## src/rtl/topk_drain.sv

```systemverilog
// Streaming top-K collector: keeps the K largest samples sorted descending,
// then drains them largest-first over valid/ready and clears.
module topk_drain #(
  parameter int DATA_WIDTH = 32,
  parameter int K          = 4
) (
  input  logic                     clk,
  input  logic                     resetn,
  input  logic                     in_valid,
  input  logic [DATA_WIDTH-1:0]    din,
  output logic                     in_ready,
  input  logic                     drain,
  output logic                     out_valid,
  output logic [DATA_WIDTH-1:0]    dout,
  output logic                     out_last,
  input  logic                     out_ready,
  output logic [$clog2(K+1)-1:0]   count
);

  localparam int CW = $clog2(K+1);

  localparam logic [0:0] COLLECT = 1'b0;
  localparam logic [0:0] DRAIN   = 1'b1;

  logic [0:0]            state_q, state_d;
  logic [CW-1:0]         count_q, count_d;
  logic [DATA_WIDTH-1:0] slot_q [K];
  logic [DATA_WIDTH-1:0] slot_d [K];
  logic [K-1:0]          ge;

  // ge is a prefix mask: occupied slots that stay ahead of din (ties too)
  always_comb begin
    for (int i = 0; i < K; i++) begin
      ge[i] = (CW'(i) < count_q) && (slot_q[i] >= din);
    end
  end

  always_comb begin
    state_d = state_q;
    count_d = count_q;
    for (int i = 0; i < K; i++) begin
      slot_d[i] = slot_q[i];
    end
    unique case (1'b1)
      (state_q == COLLECT): begin
        if (in_valid && !ge[K-1]) begin
          if (!ge[0]) slot_d[0] = din;
          for (int i = 1; i < K; i++) begin
            if (!ge[i]) slot_d[i] = ge[i-1] ? din : slot_q[i-1];
          end
          if (count_q != CW'(K)) count_d = count_q + CW'(1);
        end
        if (drain && count_d != '0) state_d = DRAIN;
      end
      (state_q == DRAIN): begin
        if (out_ready) begin
          for (int i = 0; i < K-1; i++) begin
            slot_d[i] = slot_q[i+1];
          end
          slot_d[K-1] = '0;
          count_d = count_q - CW'(1);
          if (count_q == CW'(1)) state_d = COLLECT;
        end
      end
      default: ;
    endcase
  end

  always_ff @(posedge clk) begin
    if (!resetn) begin
      state_q <= COLLECT;
      count_q <= '0;
      for (int i = 0; i < K; i++) begin
        slot_q[i] <= '0;
      end
    end else begin
      state_q <= state_d;
      count_q <= count_d;
      for (int i = 0; i < K; i++) begin
        slot_q[i] <= slot_d[i];
      end
    end
  end

  assign in_ready  = (state_q == COLLECT);
  assign out_valid = (state_q == DRAIN);
  assign dout      = slot_q[0];
  assign out_last  = out_valid && (count_q == CW'(1));
  assign count     = count_q;

endmodule

```

## config.mk

```make
export PLATFORM = sky130hd
export DESIGN_NAME = topk_drain
export DESIGN_NICKNAME = d
export VERILOG_FILES = /design/src/rtl/topk_drain.sv
export SDC_FILE = /design/constraint.sdc
export NUM_CORES = 1
export LEC_CHECK = 0
export ABC_AREA = 1
export CAP_MARGIN = 20
export CORE_MARGIN = 8
export CORE_UTILIZATION = 45
export DETAILED_ROUTE_END_ITERATION = 12
export PLACE_DENSITY = 0.75
export SKIP_CTS_REPAIR_TIMING = 1
export SLEW_MARGIN = 20
export SYNTH_ARGS = -nofsm -noshare
export SYNTH_HDL_FRONTEND = slang
export SYNTH_SLANG_ARGS = --single-unit
```

## constraint.sdc

```tcl
create_clock -name clk -period 2.6 [get_ports clk]
set_input_delay 0.39 -clock clk [delete_from_list [all_inputs] [get_ports clk]]
set_output_delay 0.39 -clock clk [all_outputs]
set_load 0.02 [all_outputs]
```

# == Word-level counts from Yosys, hierarchy flattened ==
# Memories as Yosys holds them, arrays and structs flattened.
# Cells that the tools add are included.
# totals
output_inout_bits,38
inputBits,37
wordCells,55
regBits,4
mem_bits_rw,128
mem_count,1
# memory_table
name,depth,width,rd,rd_ports_with_merged_regs,wr,line,source
slot_q,4,32,4,0,4,27,logic [DATA_WIDTH-1:0] slot_q [K];
# op_classes
add_sub_neg,2
bitwise_logic,5
eq_ne,3
n_reduce_logical,9
mux,25
magnitude_cmp,8
# ops
operator,n
32-bit 2-to-1 mux,11
128-bit 2-to-1 mux,2
128-bit one-hot mux with 2 select lines,1
32-bit greater-or-equal comparator,4
3-bit 2-to-1 mux,4
1-bit logical AND,7
"1-bit by 3-bit < comparator with 1-bit output, first input constant",2
"2-bit by 3-bit < comparator with 1-bit output, first input constant",2
3-bit one-hot mux with 2 select lines,1
1-bit 2-to-1 mux,5
1-bit OR,4
"3-bit by 1-bit adder with 3-bit output, second input constant",1
"3-bit by 1-bit equality test with 1-bit output, second input constant",1
"3-bit inequality test, second input constant",1
3-bit nonzero test,1
"3-bit by 1-bit subtractor with 3-bit output, second input constant",1
"2-bit inequality test, second input constant",1
1-bit one-hot mux with 2 select lines,1
1-bit zero test,1
1-bit NOT,1

# == Logic depth before layout (Yosys ltp) ==
# Gate-level depths: netlist of the first run.
# logic_depth
word_depth,10
ltp_mapped,21
ltp_nobuf,21

# == Worst setup path after synthesis of the first run ==
# OpenSTA, ideal clock, no wires.
# synth_timing
path_type,input -> register
startpoint,in din[15]
endpoint,mem slot_q[0][11]
slack_ns,0.353
required_ns,2.481
setup_time_ns,0.119
arrival_ns,2.128
cell_stages,17
path_buffers,2
cell_sequence,inv_1 > ha_1 > a21o_1 > nor2_1 > nand2_1 > nor2_1 > nand2_1 > nand2_1 > nand2_2 > nand2_4 > nand2_4 > o21ai_4 > buf_6 > buf_4 > nand3_1 > nand2_1 > a21oi_1
# synth_rtl
item,line,source
from (decl),10,"input logic [DATA_WIDTH-1:0] din,"
to (decl),27,

==> qor.csv, run 1 <==
stage,metric,value,unit
worst_setup_path,path_class,reg2reg,
synthesis,synth_simple_gate_area_frac,0.375,
routing,totalWireLength,37600,um
worst_hold_path,hp-class,in2reg,
power_and_ir_drop,power-per-cell-area,767,mW/mm2
global_routing,grt_max_degree,81,
routing,wl_per_cell,17.0,um
global_routing,grt_pass1_wl,57000,um
synthesis,syn_area,0.0108,mm2
placed_design,gp_congestion,0.923,
worst_setup_path,endpoint_kind,flop,
worst_setup_path,ff2ff_path_depth,15,
synthesis,synth-seq-cells,132,
synthesis,synth_compound_area_frac,0.109,
timing,finalClockSkew,13.1,ps
cells_and_area,layout_commonest_cell,nand2_1,
clock_tree,root_buffer,clkbuf_16,
timing,drv_slew,0,
floorplan,die_h,171,um
cells_and_area,fill_cells,2107,
cells_and_area,layout.nets,2053,
clock_tree,tritoncts,yes,
clock_tree,clock_latency,440,ps
global_routing,gr-total-overflow,0,
floorplan,die_area,0.0292,mm2
worst_setup_path,rrSetupSlack,50,ps
worst_hold_path,min_path_cells,5,
worst_setup_path,startpoint_type,flop,
synthesis,synth_area_per_cell,6.18,um2
placed_design,io_buffers,74,
timing,fmax,392,MHz
synthesis,muxShareOfSynthArea,0,
worst_setup_path,worstPathMaxFanout,10,
worst_setup_path,critPathRequiredTime,2920,ps
synthesis,yosys_warnings,0,
timing,layout_setup_ws,46.6,ps
global_routing,grt_pass1_vias,11200,
worst_hold_path,min_from,din[13],
floorplan,core,0.0235,mm2
floorplan,ios,75,
clock_tree,cts_sinks,132,
synthesis,synth_xor_area_frac,0.000811,
synthesis,synth_nets,1917,
worst_setup_path,r2r-start,slot_q[0][92],
worst_setup_path,arrival,2880,ps
routing,post-route-drc-count,0,
synthesis,synthAdderAreaFrac,0.153,
clock_tree,clkTransAtPathRegs,70,ps
timing,holdWs,423,ps
cells_and_area,syn_to_final_growth,27.9,%
routing,antenna_left,0,
synthesis,synth_top_family_by_area,simple AND/OR/NAND/NOR gates,
timing,setup_viol,0,
job,cap_viol_max_count,0,
cells_and_area,final_layout_size_suffix_gt1_frac,0.158,
placed_design,dpl_worst_slack,-676,ps
power_and_ir_drop,irDropWorstVdd,0.407,mV
cells_and_area,final_cell_mix,"566 x nand2_1, 205 x nand3_1, 152 x nor2_1, 150 x a21oi_1, 142 x buf_4",
timing,worstMarginPinSlew,800,ps
routing,vias_per_cell,5.54,
run_status,outcome,finished clean,
clock_tree,cts_buffer_depth,2,
cells_and_area,finish.utilization,0.587,
global_routing,grt_usage,0.243,
floorplan,start_util,0.459,
synthesis,ys_types,35,
timing,min_period,2550,ps
global_routing,grt_antenna_before_repair,2,
routing,via_count,12300,
timing,fin_crit_sh,0.982,
timing,slew_headroom,0.466,
synthesis,yosysSeqAreaShare,0.245,
clock_tree,htreeDepth,4,
routing,dr.pass1.iters,8,
clock_tree,numCtsBuffers,17,
routing,drt_iter0_markers,1284,
timing,hold_viol_final,0,
power_and_ir_drop,leakagePower,7.13,nW
floorplan,std_cell_rows,56,
worst_setup_path,crit_start,slot_q[0][92],
placed_design,hpwl,25400,um
synthesis,syn_inst,1748,
floorplan,die_w,171,um
-- per-layer routing --
layer	part of all wire	vias up	global-route usage
met4	0.046	0	0.117
met2	0.46	642	0.395
li1	-	5897	-
met3	0.099	117	0.0463
met5	0	-	0
met1	0.40	5622	0.305
-- where the power goes --
group / total [mW] / internal (mW) / switching [mW] / leakage, nW
sequential: 2.81 / 2.42 / 0.395 / 1.09
combinational: 5.07 / 1.98 / 3.09 / 5.73
clock: 2.71 / 1.72 / 0.990 / 0.313
-- kinds of logic after synthesis --
family          Yosys count
flops                   132
simple gates            984
buf+inv                 275
fa+ha+maj               132
xor+xnor                  1
compound gates          224
-- worst max-delay path, cell delays in order (launching register included) --
cell	delay (ps)
dfxtp_2	340
ha_1	280
nand2_1	80
nor2_4	120
nand4_1	100
buf_4	170
nor4_4	260
nand4_1	130
nand3_1	110
nand2_2	100
o21ai_4	210
buf_12	190
buf_12	150
nand2_1	70
nand2_1	70
nor2_1	50
-- through the flow --
step / setup TNS (ps) / cells / cell area, um2 / power [mW]
finish: 0 / 2218 / 13800 / 10.6
global route: -2060 / 2218 / 13800 / 11.3
CTS: -18570 / 2198 / 13100 / 10.1
detailed placement: -76390 / 2166 / 12500 / 7.42
global placement: -70870 / 2166 / 12500 / 7.31
floorplan: 0 / 1748 / 10800 / 5.87
-- cell type report --
cell class	instances	area (um2)	area share
Timing Repair Buffer	241	2330	0.168
Antenna cell	2	5.00	0.000362
Tap cell	319	399	0.0289
Sequential cell	132	2650	0.192
Clock inverter	13	206	0.0149
Clock buffer	19	443	0.0321
Multi-Input combinational cell	1341	7220	0.522
Inverter	151	569	0.0412
-- synth_stat cells --
cell	number	area share
a31oi_1	1	0.00058
a22oi_1	1	0.00070
ha_1	132	0.15
nand2_1	575	0.20
inv_2	1	0.00035
nand3_2	2	0.0019
nor4_2	2	0.0023
nor3b_1	1	0.00070
nor2_1	175	0.061
o221ai_1	1	0.00081
a21o_1	3	0.0021
nand3_1	206	0.095
o21ai_1	1	0.00046
and3_1	1	0.00058
buf_6	9	0.0094
buf_1	6	0.0021
a21oi_1	155	0.072
o21bai_1	1	0.00070
nor3_1	1	0.00046
buf_2	29	0.013
buf_4	36	0.025
o211ai_1	3	0.0021
nor2_2	1	0.00058
nand2_4	2	0.0021
o21ai_0	52	0.024
or2_2	1	0.00058
and2_1	1	0.00058
xor2_1	1	0.00081
clkbuf_1	44	0.015
inv_1	150	0.052
nand4_1	10	0.0058
o21ai_4	2	0.0030
nand2_2	6	0.0035
o21a_1	4	0.0028
dfxtp_1	132	0.24
-- state kept, by name (all words and copies together), names as in the netlist --
signal and flops:
count 3, out_valid 1, slot_q 128
-- path summary, 6_finish.rpt --
path	to
worst max-delay path	slot_q[0][77]
worst min-delay path	slot_q[0][45]
worst min register to register	slot_q[0][6]
worst max register to register	slot_q[0][77]
No activity file was read; power rests on OpenSTA's default activity.
==> inputs of run 2 (changes only) <==
--- a/config.mk
+++ b/config.mk
@@ -10,8 +10,10 @@
 export CORE_MARGIN = 8
 export CORE_UTILIZATION = 45
 export DETAILED_ROUTE_END_ITERATION = 12
+export HOLD_SLACK_MARGIN = 0.12
 export PLACE_DENSITY = 0.75
 export SKIP_CTS_REPAIR_TIMING = 1
+export SKIP_LAST_GASP = 1
 export SLEW_MARGIN = 20
 export SYNTH_ARGS = -nofsm -noshare
 export SYNTH_HDL_FRONTEND = slang
==> results of run 2 <==
No change in the layout: final DEF, timing and power equal those of run 1.
==> inputs of run 3 (changes only) <==
--- a/config.mk
+++ b/config.mk
@@ -7,7 +7,7 @@
 export LEC_CHECK = 0
 export ABC_AREA = 1
 export CAP_MARGIN = 20
-export CORE_MARGIN = 8
+export CORE_MARGIN = 1.5
 export CORE_UTILIZATION = 45
 export DETAILED_ROUTE_END_ITERATION = 12
 export HOLD_SLACK_MARGIN = 0.12
==> qor.csv, run 3 (same netlist as run 1, synthesis figures left out) <==
stage,metric,value,unit,change
placed_design,io_buffers,74,,unchanged
worst_hold_path,min_path_cells,5,,unchanged
worst_hold_path,hp-class,in2reg,,
placed_design,place_area,0.0124,mm2,-0.76%
power_and_ir_drop,pwr-share-comb,0.502,,+0.024
worst_setup_path,crit_chain,dlymetal6s2s_1 > inv_2 > buf_4 > buf_4 > ha_4 > nand2_1 > inv_1 > nand4_1 > nor4_4 > nand4_1 > nand3_1 > nand2_2 > o21ai_4 > buf_6 > clkbuf_16 > nand2_1 > nand2_1 > nor2_1,,
worst_setup_path,cp_slowest_cell,nor4_4,,
clock_tree,cts_buffer_depth,2,,unchanged
floorplan,die_area,0.0249,mm2,-15%
floorplan,die_h,158,um,-7.6%
routing,drt_iter0_markers,1219,,-5.1%
worst_hold_path,hold_end,slot_q[0][31],,
worst_setup_path,worstPathMaxFanout,11,,+1
routing,totalWireLength,37300,um,-0.99%
cells_and_area,final_area,0.0136,mm2,-1.9%
clock_tree,clkTransAtPathRegs,60,ps,about the same
job,cap_viol_max_count,0,,unchanged
worst_setup_path,arrival,2900,ps,+20 ps
routing,via_count,12100,,-1.6%
floorplan,std_cell_rows,56,,unchanged
global_routing,grt_max_degree,86,,+6.2%
power_and_ir_drop,irDropWorstVdd,0.394,mV,-3.1%
cells_and_area,layout_commonest_cell,nand2_1,,
routing,antenna_left,0,,unchanged
power_and_ir_drop,leakagePower,7.01,nW,-1.7%
placed_design,placed_cells,2155,,-0.51%
global_routing,grt_antenna_before_repair,0,,-2
routing,post-route-drc-count,0,,unchanged
power_and_ir_drop,total_power,10.1,mW,-4.8%
clock_tree,htreeDepth,4,,unchanged
timing,finalClockSkew,8.45,ps,-4.62 ps
floorplan,ios,75,,unchanged
floorplan,core,0.0235,mm2,unchanged
cells_and_area,syn_to_final_growth,25.4,%,
timing,drv_slew,0,,unchanged
worst_setup_path,ff2ff_path_depth,14,,-1
timing,fmax,387,MHz,-1.3%
clock_tree,clock_latency,430,ps,about the same
timing,setup_viol,0,,unchanged
power_and_ir_drop,pwr-share-seq,0.281,,+0.016
power_and_ir_drop,clkPwrFrac,0.218,,-0.038
timing,hold_viol_final,0,,unchanged
power_and_ir_drop,power-per-cell-area,744,mW/mm2,-3.0%
worst_setup_path,cp_common_cell,nand2_1,,
timing,worstMarginPinSlew,813,ps,+12.3 ps
timing,slew_headroom,0.458,,-0.00878
worst_setup_path,endpoint_kind,flop,,
worst_setup_path,timing.rr.end,slot_q[0][95],,
cells_and_area,seq_area,0.00266,mm2,+0.47%
cells_and_area,layout.nets,2043,,-0.49%
power_and_ir_drop,p_sw_frac,0.439,,+0.0169
power_and_ir_drop,p_switching,4.43,mW,-1.0%
worst_setup_path,crit_path_max_incr_delay,370,ps,+30 ps
worst_setup_path,path_class,in2reg,,
routing,wl_per_cell,16.9,um,-0.36%
worst_setup_path,startpoint_type,input pin,,
worst_setup_path,rrSetupSlack,10,ps,-30 ps
clock_tree,numCtsBuffers,17,,unchanged
global_routing,grt_pass1_wl,56200,um,-1.3%
floorplan,start_util,0.459,,unchanged
timing,min_period,2590,ps,+33.4 ps
global_routing,gr-total-overflow,0,,unchanged
timing,fin_crit_sh,0.995,,+0.0128
cells_and_area,instances_no_fill,2204,,-0.63%
clock_tree,cts_sinks,132,,unchanged
placed_design,gp_congestion,0.918,,-0.51%
clock_tree,root_buffer,clkbuf_16,,
cells_and_area,final_layout_size_suffix_gt1_frac,0.149,,-0.00907
cells_and_area,regMostFlops,slot_q,,
placed_design,hpwl,24200,um,-4.9%
timing,tns,0,ps,unchanged
global_routing,grt_pass1_vias,11200,,-0.70%
power_and_ir_drop,internal_power,5.66,mW,-7.6%
run_status,outcome,finished clean,,
worst_setup_path,r2r-start,slot_q[0][94],,
worst_setup_path,critPathRequiredTime,2920,ps,about the same
cells_and_area,final_cell_mix,"567 x nand2_1, 205 x nand3_1, 163 x nor2_1, 149 x a21oi_1, 131 x buf_4",,
cells_and_area,largest_reg_flops,128,,unchanged
routing,vias_per_cell,5.48,,-1.0%
global_routing,grt_usage,0.287,,+0.0442
floorplan,die_w,158,um,-7.6%
clock_tree,tritoncts,yes,,
routing,dr.pass1.iters,6,,-2
worst_hold_path,min_from,din[31],,
cells_and_area,multi_input_area,0.00715,mm2,-0.94%
cells_and_area,diodes,0,,-2
cells_and_area,fill_cells,2139,,+1.5%
run 3: cell count changes in the layout (fill, tap and decap cells not counted), moves of 3 or more:
| cell | previous run | this run |
|---|---|---|
| clkinv_4 | 3 | 0 |
| buf_4 | 142 | 131 |
| nor2_2 | 22 | 12 |
| bufinv_16 | 5 | 0 |
| dfxtp_2 | 2 | 9 |
| nand2_2 | 14 | 11 |
| dfxtp_1 | 129 | 121 |
| clkbuf_1 | 1 | 4 |
| nor2_1 | 152 | 163 |
| clkinv_2 | 3 | 6 |
run 3: how the worst max path moves through the flow:
stage                              from            end  slack [ps]  depth (start not counted)
after floorplan                 din[15]  slot_q[0][11]         350                         17
after global placement          din[31]  slot_q[0][79]        -650                         16
after detailed placement        din[31]  slot_q[0][91]        -680                         16
after CTS                       din[31]  slot_q[0][91]        -240                         16
after global routing      slot_q[0][98]  slot_q[0][94]         -90                         19
final                           din[27]  slot_q[0][95]          10                         18
run 3: final cells by class:
| class | instances | area share |
|---|---|---|
| Tap cell | 319 | 0.0294 |
| Inverter | 151 | 0.0418 |
| Clock buffer | 24 | 0.0355 |
| Clock inverter | 6 | 0.00222 |
| Multi-Input combinational cell | 1341 | 0.528 |
| Sequential cell | 132 | 0.196 |
| Timing Repair Buffer | 231 | 0.167 |
run 3: metrics by stage:
stage               worst slack, ps  utilization  hold slack [ps]
detailed placement             -675        0.527              472
floorplan                       353            -              451
finish                         13.2        0.576              373
global route                  -94.3        0.576              437
global placement               -653        0.527              466
CTS                            -245        0.548              483
run 3: critical path, delay by kind of cell:
| kind | cells | cell delay, ps |
|---|---|---|
| buffers and inverters | 7 | 860 |
| AO/OA/AOI/OAI | 1 | 210 |
| AND/OR/NAND/NOR | 9 | 1180 |
| adder cells (fa/ha/maj) | 1 | 250 |
run 3: metal layers:
metal	part of all wire	track usage	up-vias
li1	-	-	5871
met1	0.41	0.367	5470
met2	0.45	0.477	615
met3	0.092	0.0438	122
met4	0.045	0.127	0
met5	0	0	-
run 3: power groups by stage:
| stage | combinational (mW) | sequential [mW] | clock (mW) |
|---|---|---|---|
| 2_1_floorplan | 3.16 | 2.71 | 0 |
| 3_3_place_gp | 4.42 | 2.82 | 0 |
| 3_5_place_dp | 4.52 | 2.83 | 0 |
| 4_1_cts | 4.56 | 2.80 | 2.20 |
| 5_1_grt | 5.59 | 2.87 | 2.29 |
| 6_report | 5.06 | 2.83 | 2.20 |
